**config.mk**
```make
export PLATFORM = sky130hd
export DESIGN_NAME = waveform_gen
export DESIGN_NICKNAME = d
export VERILOG_FILES = /design/src/rtl/waveform_pkg.sv /design/src/rtl/prescaler_tick.sv /design/src/rtl/waveform_gen.sv
export SDC_FILE = /design/constraint.sdc
export NUM_CORES = 1
export LEC_CHECK = 0
export BUFFER_PORTS_ARGS = -buffer_cell sky130_fd_sc_hd__clkbuf_2
export CORE_ASPECT_RATIO = 1.4
export CORE_UTILIZATION = 54
export DETAILED_ROUTE_END_ITERATION = 10
export PLACE_DENSITY = 0.8
export SETUP_SLACK_MARGIN = 0.1
export SLEW_MARGIN = 20
export SYNTH_ARGS = -nofsm -noshare
export SYNTH_HDL_FRONTEND = slang
export SYNTH_HIERARCHICAL = 1
export SYNTH_SLANG_ARGS = --single-unit
```
**constraint.sdc**
```tcl
create_clock -name clk -period 5.21 [get_ports clk]
set_input_delay 0.7815 -clock clk [delete_from_list [all_inputs] [get_ports clk]]
set_output_delay 0.7815 -clock clk [all_outputs]
set_load 0.02 [all_outputs]
```
**src/rtl/waveform_pkg.sv**
```systemverilog
// Shared constants for the waveform generator family: mode encodings and the
// direction flag of the triangle/square phase engine.
package waveform_pkg;

  localparam logic [1:0] MODE_TRI    = 2'd0;
  localparam logic [1:0] MODE_SAW_UP = 2'd1;
  localparam logic [1:0] MODE_SQUARE = 2'd2;
  localparam logic [1:0] MODE_SAW_DN = 2'd3;

  localparam logic DIR_UP = 1'b0;
  localparam logic DIR_DN = 1'b1;

endpackage

```
**src/rtl/prescaler_tick.sv**
```systemverilog
// Free-running tick divider: asserts tick once every prescaler+1 cycles.
// clr holds the count at zero and suppresses the tick.
module prescaler_tick #(
  parameter int unsigned PRESC_W = 16
) (
  input  logic               clk,
  input  logic               rst_n,
  input  logic               clr,
  input  logic [PRESC_W-1:0] prescaler,
  output logic               tick
);

  logic [PRESC_W-1:0] cnt_q;

  // >= rather than == so a prescaler lowered below the count ticks at once
  // instead of running the counter round the full range.
  assign tick = !clr && (cnt_q >= prescaler);

  always_ff @(posedge clk or negedge rst_n) begin
    if (!rst_n) begin
      cnt_q <= '0;
    end else if (clr || tick) begin
      cnt_q <= '0;
    end else begin
      cnt_q <= cnt_q + 1'b1;
    end
  end

endmodule

```
**src/rtl/waveform_gen.sv**
```systemverilog
// Multi-mode waveform generator: triangle, rising/falling saw and square up to a
// programmable amplitude, with programmable step and output rate.
module waveform_gen
  import waveform_pkg::*;
#(
  parameter int unsigned DATA_W  = 16,
  parameter int unsigned PRESC_W = 16,
  parameter int unsigned STEP_W  = 8
) (
  input  logic               clk,
  input  logic               rst_n,
  input  logic               ena,
  input  logic [1:0]         mode,
  input  logic [DATA_W-1:0]  amplitude,
  input  logic [PRESC_W-1:0] prescaler,
  input  logic [STEP_W-1:0]  step,
  output logic [DATA_W-1:0]  data,
  output logic               upd,
  output logic               period
);

  logic [1:0]        mode_q;
  logic              dir_q, dir_d;
  logic [DATA_W-1:0] phase_q, phase_d;
  logic [DATA_W-1:0] data_d;
  logic              wrap;
  logic              mode_chg;
  logic              tick;

  logic [DATA_W:0]   s_ext, amp_ext, ph_ext, sum;

  assign mode_chg = ena && (mode != mode_q);

  prescaler_tick #(
    .PRESC_W (PRESC_W)
  ) u_tick (
    .clk       (clk),
    .rst_n     (rst_n),
    .clr       (!ena || mode_chg),
    .prescaler (prescaler),
    .tick      (tick)
  );

  // One extra bit so data+s can never wrap before being compared.
  assign s_ext   = (step == '0) ? (DATA_W+1)'(1) : (DATA_W+1)'(step);
  assign amp_ext = {1'b0, amplitude};
  assign ph_ext  = {1'b0, phase_q};
  assign sum     = ph_ext + s_ext;

  always_comb begin
    phase_d = phase_q;
    dir_d   = dir_q;
    wrap    = 1'b0;
    case (mode_q)
      MODE_TRI, MODE_SQUARE: begin
        if (dir_q == DIR_UP) begin
          if (sum >= amp_ext) begin
            phase_d = amplitude;
            dir_d   = DIR_DN;
          end else begin
            phase_d = sum[DATA_W-1:0];
          end
        end else begin
          if (ph_ext <= s_ext) begin
            phase_d = '0;
            dir_d   = DIR_UP;
            wrap    = 1'b1;
          end else begin
            phase_d = phase_q - s_ext[DATA_W-1:0];
          end
        end
      end
      MODE_SAW_UP: begin
        if (sum > amp_ext) begin
          phase_d = '0;
          wrap    = 1'b1;
        end else begin
          phase_d = sum[DATA_W-1:0];
        end
      end
      default: begin // MODE_SAW_DN
        if (phase_q == '0) begin
          phase_d = amplitude;
          wrap    = 1'b1;
        end else if (ph_ext <= s_ext) begin
          phase_d = '0;
        end else begin
          phase_d = phase_q - s_ext[DATA_W-1:0];
        end
      end
    endcase
  end

  // Square follows the direction of the phase engine, so its rising edge
  // coincides with the period strobe.
  always_comb begin
    data_d = phase_d;
    if (mode_q == MODE_SQUARE) begin
      data_d = (dir_d == DIR_UP) ? amplitude : '0;
    end
  end

  always_ff @(posedge clk or negedge rst_n) begin
    if (!rst_n) begin
      mode_q  <= MODE_TRI;
      phase_q <= '0;
      dir_q   <= DIR_UP;
      data    <= '0;
      upd     <= 1'b0;
      period  <= 1'b0;
    end else begin
      mode_q <= mode;
      if (!ena) begin
        phase_q <= '0;
        dir_q   <= DIR_UP;
        data    <= '0;
        upd     <= 1'b0;
        period  <= 1'b0;
      end else if (mode_chg) begin
        phase_q <= '0;
        dir_q   <= DIR_UP;
        data    <= '0;
        upd     <= 1'b1;
        period  <= 1'b1;
      end else if (tick) begin
        phase_q <= phase_d;
        dir_q   <= dir_d;
        data    <= data_d;
        upd     <= 1'b1;
        period  <= wrap;
      end else begin
        upd     <= 1'b0;
        period  <= 1'b0;
      end
    end
  end

endmodule

```
Yosys cells after proc, flatten, opt, wreduce, memory -nomap -nowiden:

Cells that the tools add are included.

* register bits after elaboration: 53
* output and inout port bits: 18
* word-level logic and storage cells: 62

* add/subtract/negate cells: 3
* magnitude comparators: 4
* eq/ne operators: 4
* muxes and demuxes: 34
* reduce and logical (&&, ||, !) cells: 10

Operators by type and width (count)
* 16-bit two-way mux: 14
* 16-bit one-hot mux with 2 select lines: 1
* 16-bit by 8-bit adder with 17-bit output: 1
* 17-bit by 16-bit >= comparator with 1-bit output: 1
* 17-bit by 16-bit > comparator with 1-bit output: 1
* 1-bit two-way mux: 17
* 16-bit by 1-bit adder with 16-bit output (second input constant): 1
* 16-bit >= comparator: 1
* 16-bit by 8-bit less-or-equal comparator with 1-bit output: 1
* 16-bit zero test: 1
* 16-bit by 8-bit subtractor with 16-bit output: 1
* 8-bit zero test: 1
* 8-bit two-way mux: 1
* 3-bit by 1-bit inequality test with 1-bit output (second input constant): 1
* 2-bit by 1-bit == test with 1-bit output (second input constant): 1
* 2-bit == test (second input constant): 1
* 1-bit logical AND: 2
* 1-bit zero test: 2
* 2-bit zero test: 1
* 1-bit logical OR: 2
* 2-bit inequality test: 1
* 1-bit one-hot mux with 2 select lines: 1
* 2-bit OR reduction: 1

Logic depth before layout (Yosys ltp):

Gate-level depths: netlist of run 1.

* depth in word-level cells: 12
* mapped depth: 20
* gate-level depth less buffers: 19

Hierarchy:

Netlist of run 1, hierarchy kept.

By module, submodules not included
* waveform_gen: instances 1, cells each 515, area an instance 4077.7 um^2, seq. area each 925.9 um^2
* prescaler_tick: instances 1, cells each 125, area an instance 1184.9 um^2, seq. area each 400.4 um^2

Worst setup path before layout of run 1:

OpenSTA, ideal clock, no wires.

* path kind: input to register
* start point: input step[2]
* end point: register phase_q[9]
* data arrival time: 4841 ps
* data required time: 5090 ps
* slack: 249 ps
* stages: 20
* path buffers: 1
* cell sequence: nor4_1 -> a41o_1 -> ha_1 -> inv_1 -> fa_1 -> nor2_1 -> o311a_1 -> o22ai_4 -> or3_1 -> xnor2_1 -> ha_1 -> a211oi_1 -> o21ai_0 -> o21a_1 -> a221oi_2 -> nand2_2 -> buf_4 -> a221oi_2 -> o22ai_1 -> o211a_1

* longest elaborated chain between the ends: 10
* elaborated cells on any way between the ends: 16
* classes of those cells: 2 x add/sub; 3 x order compare; 10 x mux; 1 x reduce/logical

RTL lines
* start, declared: RTL line waveform_gen.sv:16 `input logic [STEP_W-1:0] step,`
* 8-bit zero test: RTL line waveform_gen.sv:45 `assign s_ext = (step == '0) ? (DATA_W+1)'(1) : (DATA_W+1)'(step);`
* 8-bit two-way mux (*): RTL line waveform_gen.sv:45
* 16-bit by 8-bit adder with 17-bit output: RTL line waveform_gen.sv:48 `assign sum = ph_ext + s_ext;`
* 17-bit by 16-bit >= comparator with 1-bit output: RTL line waveform_gen.sv:57 `if (sum >= amp_ext) begin`
* 16-bit two-way mux: RTL line waveform_gen.sv:57
* 16-bit two-way mux: RTL line waveform_gen.sv:56 `if (dir_q == DIR_UP) begin`
* 16-bit one-hot mux with 2 select lines (*): RTL line waveform_gen.sv:54 `case (mode_q)`
* 16-bit two-way mux (*): RTL line waveform_gen.sv:125 `end else if (tick) begin`
* 16-bit two-way mux (*): RTL line waveform_gen.sv:119 `end else if (mode_chg) begin`
* 16-bit two-way mux (*): RTL line waveform_gen.sv:113 `if (!ena) begin`
* end signal, assigned: RTL line waveform_gen.sv:126 `phase_q <= phase_d;`
* end, declared: RTL line waveform_gen.sv:24 `logic [DATA_W-1:0] phase_q, phase_d;`

Every way passes the cells marked *; elsewhere a longest branch is shown, timed or not. The select of a mux whose other input is x is not followed.
A chain may end at the register's enable or synchronous reset.

Final worst setup path of run 1:

Ends and elaborated chain as after synthesis.

==> impl_metrics.csv, run 1 <==
group,metric,value,unit
cts,cts_root_buf,"clkbuf_16",
die,die_h,118.8,um
worst_setup_path,critical_path_class,"in2reg",
layout,drive_gt1_frac,0.2177,
global_routing,grt_usage,0.3329,
synthesis,syn_avg_cell_area,8.223,sq um
synthesis,synth_seq_cells,53,
worst_setup_path,worstPathMaxFanout,3,
worst_setup_path,endpoint_kind,"flip-flop",
die,die_x,85.43,um
synthesis,yosysSeqAreaShare,0.2520,
power,ir_drop,0.0001392,V
cts,clk_pin_slew,0.07,ns
cts,numCtsBuffers,5,
place,io_buffers,62,
sta,worst_clock_skew,0.006910,ns
job,cap_violations,0,
synthesis,syn-num-nets,736,
layout,area_growth,14.27,%
die,coreArea,0.009459,sq mm
sta,rsz0062_at_grt,"no",
detailed_routing,vias_per_cell,6.476,
worst_setup_path,ff2ff_path_depth,17,
worst_setup_path,r2r_slack,0.71,ns
layout,instances_no_fill,822,
worst_setup_path,start_kind,"primary input",
place,gp_congestion,0.9977,
sta,finalSetupViolations,0,
synthesis,synth_warnings,6,
detailed_routing,ant_nets,0,
synthesis,synth.distinct_cells,84,
global_routing,grt_pass1_wl,26190,um
layout,nets,807,
synthesis,synthArstFlopShare,1.000,
die,std_cell_rows,42,
global_routing,grt_max_degree,54,
detailed_routing,vias,5323,
die,io_pins,63,
worst_setup_path,cp-startpoint,"step[2]",
worst_setup_path,endpoint,"phase_q[9]",
global_routing,antenna_found_initial,0,
place,post-dp-hpwl,12890,um
detailed_routing,initialDrtViolationCount,353,
worst_setup_path,worst_ep_arrival_time,5.20,ns
layout,final_area,0.006013,sq mm
worst_setup_path,timing.rr.end,"phase_q[9]",
sta,period_minus_slack,4.964,ns
synthesis,syn-cell-area,0.005263,sq mm
power,p_per_area,163.5,mW/mm^2
synthesis,synth_top_area_frac,0.2520,
cts,h-tree-depth,2,
cts,clock_sinks,53,
sta,hold_viol,0,
detailed_routing,route.detailed.drc,0,
cts,cts_hold_repair.buffers,0,
cts,clock_path_buffers,2,
detailed_routing,dr.pass1.iters,5,
hold_path,hold_path_class,"reg2reg",
sta,fin_crit_sh,0.9529,
layout,n_antenna_cell,0,
detailed_routing,drt_wl_total,16550,um
worst_setup_path,critPathSlowestCell,"a221o_1",
sta,finalMaxSlewViolations,0,
power,power.leakage,3.091,nW
worst_setup_path,cp_slowest_stage_delay,0.38,ns
synthesis,synth_area_leader_cell,"dfrtp_1",
place,dp_cells,814,
sta,max_freq,0.2014,GHz
die,die_area,0.01015,sq mm
die,initial_utilization,0.5563,
place,placed_area,0.005776,sq mm
cts,cts_tree,"done",
worst_setup_path,r2r_start,"phase_q[4]",
global_routing,grt_pass1_vias,5409,
synthesis,syn-instance-count,640,
worst_setup_path,required,5.45,ns
worst_setup_path,crit_path_cell_trace,"clkbuf_2, nor4_2, a41o_1, ha_1, inv_1, fa_2, nor2_2, o311a_4, o22ai_4, or3_1, xnor2_1, buf_4, ha_1, a211oi_1, o21ai_0, o21a_2, a221o_1, buf_4, o211ai_1, o221ai_1, o22ai_1, o211a_1",
synthesis,ys_dominant_reg_cell,"dfrtp_1",
run_status,status,"complete, no violations",
cts,clk_latency,0.30,ns
sta,slew_headroom,0.4067,
global_routing,grt_overflow_total,0,
synthesis,synth.area.top_cells,"dfrtp_1 25%, ha_1 12%, o21ai_0 4.6%, inv_1 4.2%, a21oi_1 4.0%",
sta,worst_slew_pin_slew,0.8900,ns
detailed_routing,wl_per_cell,20.13,um
synthesis,synth_edf_count,0,
-- per-layer routing --
metal | GRT usage | up-vias | wire length [um]
li1 | - | 2466 | -
met1 | 0.3472 | 2507 | 6020
met2 | 0.5945 | 255 | 8234
met3 | 0.04330 | 95 | 945
met4 | 0.2510 | 0 | 1348
met5 | 0 | - | 0
-- placed cells by master (no fill, tap or decap), types with 4 or more instances in the layout --
master / synthesis / final
a211o_1: 10 / 10
nand2_1: 44 / 44
and4_1: 4 / 4
a31oi_1: 5 / 5
a211oi_1: 7 / 7
o221ai_1: 5 / 5
o21a_1: 5 / 4
ha_1: 49 / 49
buf_4: 3 / 33
o22ai_1: 7 / 7
nor2_1: 51 / 48
dfrtp_1: 53 / 53
clkbuf_2: 1 / 62
xnor2_1: 14 / 13
a22oi_1: 10 / 10
clkbuf_16: 0 / 5
nand3_1: 21 / 21
xor2_1: 21 / 21
a21o_1: 12 / 12
nor2b_1: 4 / 4
nor2_2: 10 / 12
o21ai_0: 48 / 39
a22o_1: 9 / 9
nor4_1: 5 / 4
nand4_1: 9 / 9
inv_1: 59 / 59
and3_1: 10 / 10
nor3_1: 9 / 9
nand2b_1: 5 / 5
a21oi_1: 42 / 42
o21ai_1: 6 / 15
-- kinds of logic (layout without fill, tap and decap cells) --
group / count (synthesis) / after routing / synth area share
compound gates: 211 / 211 / 0.2796
xor+xnor: 35 / 35 / 0.05825
fa+ha+maj: 51 / 51 / 0.1241
buf+inv: 91 / 163 / 0.07869
flops: 53 / 53 / 0.2520
mux: 3 / 3 / 0.006419
simple gates: 196 / 196 / 0.2009
-- final cells by class --
type,count,area (sq um)
inverters,59,221.5
clock inverters,1,30.03
well taps,110,137.6
multi-input cells,496,3586
fillers,830,3446
repair buffers,96,569.3
clock buffers,7,142.6
flip-flops and latches,53,1326
-- flip-flops by register name, indices dropped and copies added, names as in the netlist --
name          flops
period            1
phase_q          16
upd               1
u_tick/cnt_q     16
mode_q            2
data             16
dir_q             1
-- worst max-delay path, delay by kind of cell --
kind                     cells  cell delay, ns
AO/OA/AOI/OAI               11            2.30
buffers and inverters        4            0.48
adder cells (fa/ha/maj)      3            0.81
AND/OR/NAND/NOR              3            0.71
XOR/XNOR                     1            0.14
-- worst min path at each step --
stage,from,end,slack (ns),cells past startpoint
after global placement,data[8],data[8],0.50,1
final,data[8],data[8],0.52,1
after CTS,data[8],data[8],0.53,1
after global routing,data[8],data[8],0.57,1
after detailed placement,data[8],data[8],0.51,1
after floorplan,rst_n,data[0],0.49,0
-- report_power, final --
part	leakage (nW)	switching [mW]	internal, mW
Combinational	2.27	0.106	0.0643
Sequential	0.732	0.00613	0.414
Clock	0.0841	0.152	0.240
Total	3.09	0.264	0.719
-- cells in the mapped netlist (all sizes together), types with 2 or more instances --
| cell | count |
|---|---|
| nor2 | 63 |
| inv | 59 |
| o21ai | 56 |
| dfrtp | 53 |
| ha | 49 |
| nand2 | 45 |
| a21oi | 43 |
| nand3 | 22 |
| xor2 | 21 |
| buf | 18 |
| clkbuf | 14 |
| xnor2 | 14 |
| a21o | 13 |
| a211o | 10 |
| a211oi | 10 |
| a22oi | 10 |
| and3 | 10 |
| nand4 | 10 |
| nor3 | 10 |
| o22ai | 10 |
| a22o | 9 |
| nor4 | 6 |
| a31oi | 5 |
| and4 | 5 |
| nand2b | 5 |
| o21a | 5 |
| o221ai | 5 |
| nor2b | 4 |
| o31ai | 4 |
| or3 | 4 |
| a221oi | 3 |
| and2 | 3 |
| mux2 | 3 |
| o211ai | 3 |
| o311ai | 3 |
| or2 | 3 |
| a21boi | 2 |
| a221o | 2 |
| a31o | 2 |
| fa | 2 |
| o211a | 2 |
| o21bai | 2 |
| o32ai | 2 |
| or3b | 2 |
-- repair_timing --
action / 4_1_cts / 5_1_grt
pin swaps: 0 / 12
setup endpoints to repair: 2 / 31
endpoints found under the hold margin: 0 / 0
gates resized for setup: 2 / 20
setup buffers: 0 / 0
-- stage by stage --
stage / TNS (ns) / total power [mW] / hold slack (ns) / utilization / setup slack (ns)
after floorplan: 0 / 0.5254 / 0.4859 / - / 0.2490
after global placement: -0.4919 / 0.5871 / 0.4989 / 0.6106 / -0.1188
after detailed placement: -3.167 / 0.5926 / 0.5110 / 0.6106 / -0.2372
after CTS: 0 / 0.9802 / 0.5270 / 0.6300 / 0.1290
after global routing: 0 / 1.016 / 0.5651 / 0.6357 / 0.1173
final: 0 / 0.9830 / 0.5189 / 0.6357 / 0.2455
Note: power is estimated with default switching activity, not from simulation.
==> run 2: changes to the inputs <==
--- a/config.mk
+++ b/config.mk
@@ -8,8 +8,9 @@
 export BUFFER_PORTS_ARGS = -buffer_cell sky130_fd_sc_hd__clkbuf_2
 export CORE_ASPECT_RATIO = 1.4
 export CORE_UTILIZATION = 54
+export CTS_CLUSTER_SIZE = 25
 export DETAILED_ROUTE_END_ITERATION = 10
-export PLACE_DENSITY = 0.8
+export PLACE_DENSITY_LB_ADDON = 0.05
 export SETUP_SLACK_MARGIN = 0.1
 export SLEW_MARGIN = 20
 export SYNTH_ARGS = -nofsm -noshare
==> impl_metrics.csv, run 2 (synthesis gave the netlist of run 1 again) <==
group,metric,value,unit
sta,rsz0062_at_grt,"no",
sta,setup_tns,0,ns
cts,h-tree-depth,2,
worst_setup_path,endpoint_kind,"flip-flop",
cts,numCtsBuffers,5,
place,post-dp-hpwl,13040,um
worst_setup_path,r2r_start,"phase_q[4]",
sta,hold_viol,0,
worst_setup_path,start_kind,"primary input",
place,gp_congestion,0.9646,
sta,slew_headroom,0.3836,
sta,fin_crit_sh,0.9362,
layout,nets,810,
power,p_per_area,161.7,mW/mm^2
sta,hold_ws,0.5243,ns
worst_setup_path,required,5.39,ns
detailed_routing,vias_per_cell,6.353,
layout,area_growth,15.76,%
sta,period_minus_slack,4.878,ns
layout,final_cell_mix,"62 x clkbuf_2, 59 x inv_1, 53 x dfrtp_1",
cts,clk_latency,0.30,ns
job,cap_violations,0,
layout,final_common_cell,"clkbuf_2",
cts,cts_hold_repair.buffers,0,
power,power.leakage,3.108,nW
global_routing,grt_usage,0.3347,
hold_path,hp-start,"data[8]",
global_routing,antenna_found_initial,0,
sta,worst_slew_pin_slew,0.9246,ns
die,die_h,118.8,um
detailed_routing,ant_nets,0,
place,placed_area,0.005811,sq mm
place,io_buffers,62,
detailed_routing,initialDrtViolationCount,309,
cts,cts_root_buf,"clkbuf_16",
cts,clock_sinks,53,
cts,cts_tree,"done",
worst_setup_path,critical_path_class,"in2reg",
worst_setup_path,cp-startpoint,"step[1]",
worst_setup_path,worst_ep_arrival_time,5.06,ns
die,std_cell_rows,42,
worst_setup_path,worstPathMaxFanout,7,
die,initial_utilization,0.5563,
die,die_area,0.01015,sq mm
global_routing,grt_pass1_vias,5169,
sta,max_freq,0.2050,GHz
hold_path,hold_path_class,"reg2reg",
die,io_pins,63,
power,ir_drop,0.0001326,V
place,place_ws,-0.1916,ns
cts,post-cts-setup-buffer-count,0,
sta,finalMaxSlewViolations,0,
detailed_routing,vias,5241,
sta,worst_slack,0.3322,ns
layout,finish.utilization,0.6440,
run_status,status,"complete, no violations",
layout,final_area,0.006092,sq mm
detailed_routing,wl_per_cell,20.02,um
global_routing,grt_max_degree,54,
layout,top_regs,"data (16), phase_q (16), u_tick/cnt_q (16)",
cts,clk_pin_slew,0.07,ns
detailed_routing,drt_wl_total,16520,um
cts,clock_path_buffers,2,
global_routing,grt_overflow_total,0,
detailed_routing,route.detailed.drc,0,
detailed_routing,dr.pass1.iters,5,
global_routing,grt_pass1_wl,26210,um
sta,worst_clock_skew,0.008919,ns
die,die_x,85.43,um
die,coreArea,0.009459,sq mm
layout,drive_gt1_frac,0.2294,
sta,finalSetupViolations,0,
layout,n_antenna_cell,0,
-- run 2: worst paths after layout --
path | cells after the start | slack, ns | endpoint
setup reg to reg | 18 | 0.67 | phase_q[9]
setup / recovery | 22 | 0.33 | phase_q[9]
hold reg to reg | 1 | 0.52 | data[8]
hold / removal | 1 | 0.52 | data[8]
min in group asynchronous | 2 | 0.61 | u_tick/cnt_q[3]
max in group asynchronous | 2 | 4.15 | period
-- run 2: per-layer routing --
| layer | global-route usage | vias to the layer above | part of all wire |
|---|---|---|---|
| li1 | - | 2468 | - |
| met1 | 0.3471 | 2461 | 0.36 |
| met2 | 0.6180 | 229 | 0.52 |
| met3 | 0.04190 | 83 | 0.046 |
| met4 | 0.2177 | 0 | 0.070 |
| met5 | 0 | - | 0 |
-- run 2: area by class of cell --
class	instances	area (sq um)
timing repair buffer	99	604.3
inverter	59	221.5
fill	850	3367
sequential	53	1326
clock inverter	3	43.79
multi-input combinational	496	3633
tap	110	137.6
clock buffer	5	125.1
-- run 2: where the power goes --
group / internal, mW / leakage [nW] / total [mW] / switching (mW)
sequential: 0.414 / 0.732 / 0.420 / 0.00632
combinational: 0.0664 / 2.29 / 0.173 / 0.107
clock: 0.228 / 0.0842 / 0.392 / 0.164
-- run 2: worst max-delay path, stage by stage --
cell	delay, ns
clkbuf_2	0.11
nor4_4	0.25
a41o_1	0.21
ha_2	0.18
inv_1	0.05
fa_2	0.38
nor2_4	0.11
o311a_4	0.23
o21bai_1	0.08
and3_1	0.20
or2_2	0.31
ha_1	0.33
a21oi_1	0.14
o21ai_0	0.13
a211o_1	0.30
a221oi_2	0.23
buf_4	0.18
nand2_2	0.08
buf_6	0.18
a221oi_4	0.26
o22ai_2	0.12
o211a_1	0.22
-- run 2: per-stage QoR --
step                power, mW  std cells
detailed placement     0.5947        817
global route            1.022        825
global placement       0.5911        817
floorplan              0.5254        640
CTS                    0.9842        825
finish                 0.9851        825
-- run 2: what timing repair did --
item | 4_1_cts | 5_1_grt
pin swaps | 0 | 13
endpoints found under the setup margin | 2 | 33
resized for setup | 1 | 25
hold endpoints to repair | 0 | 0
gates cloned | 0 | 0
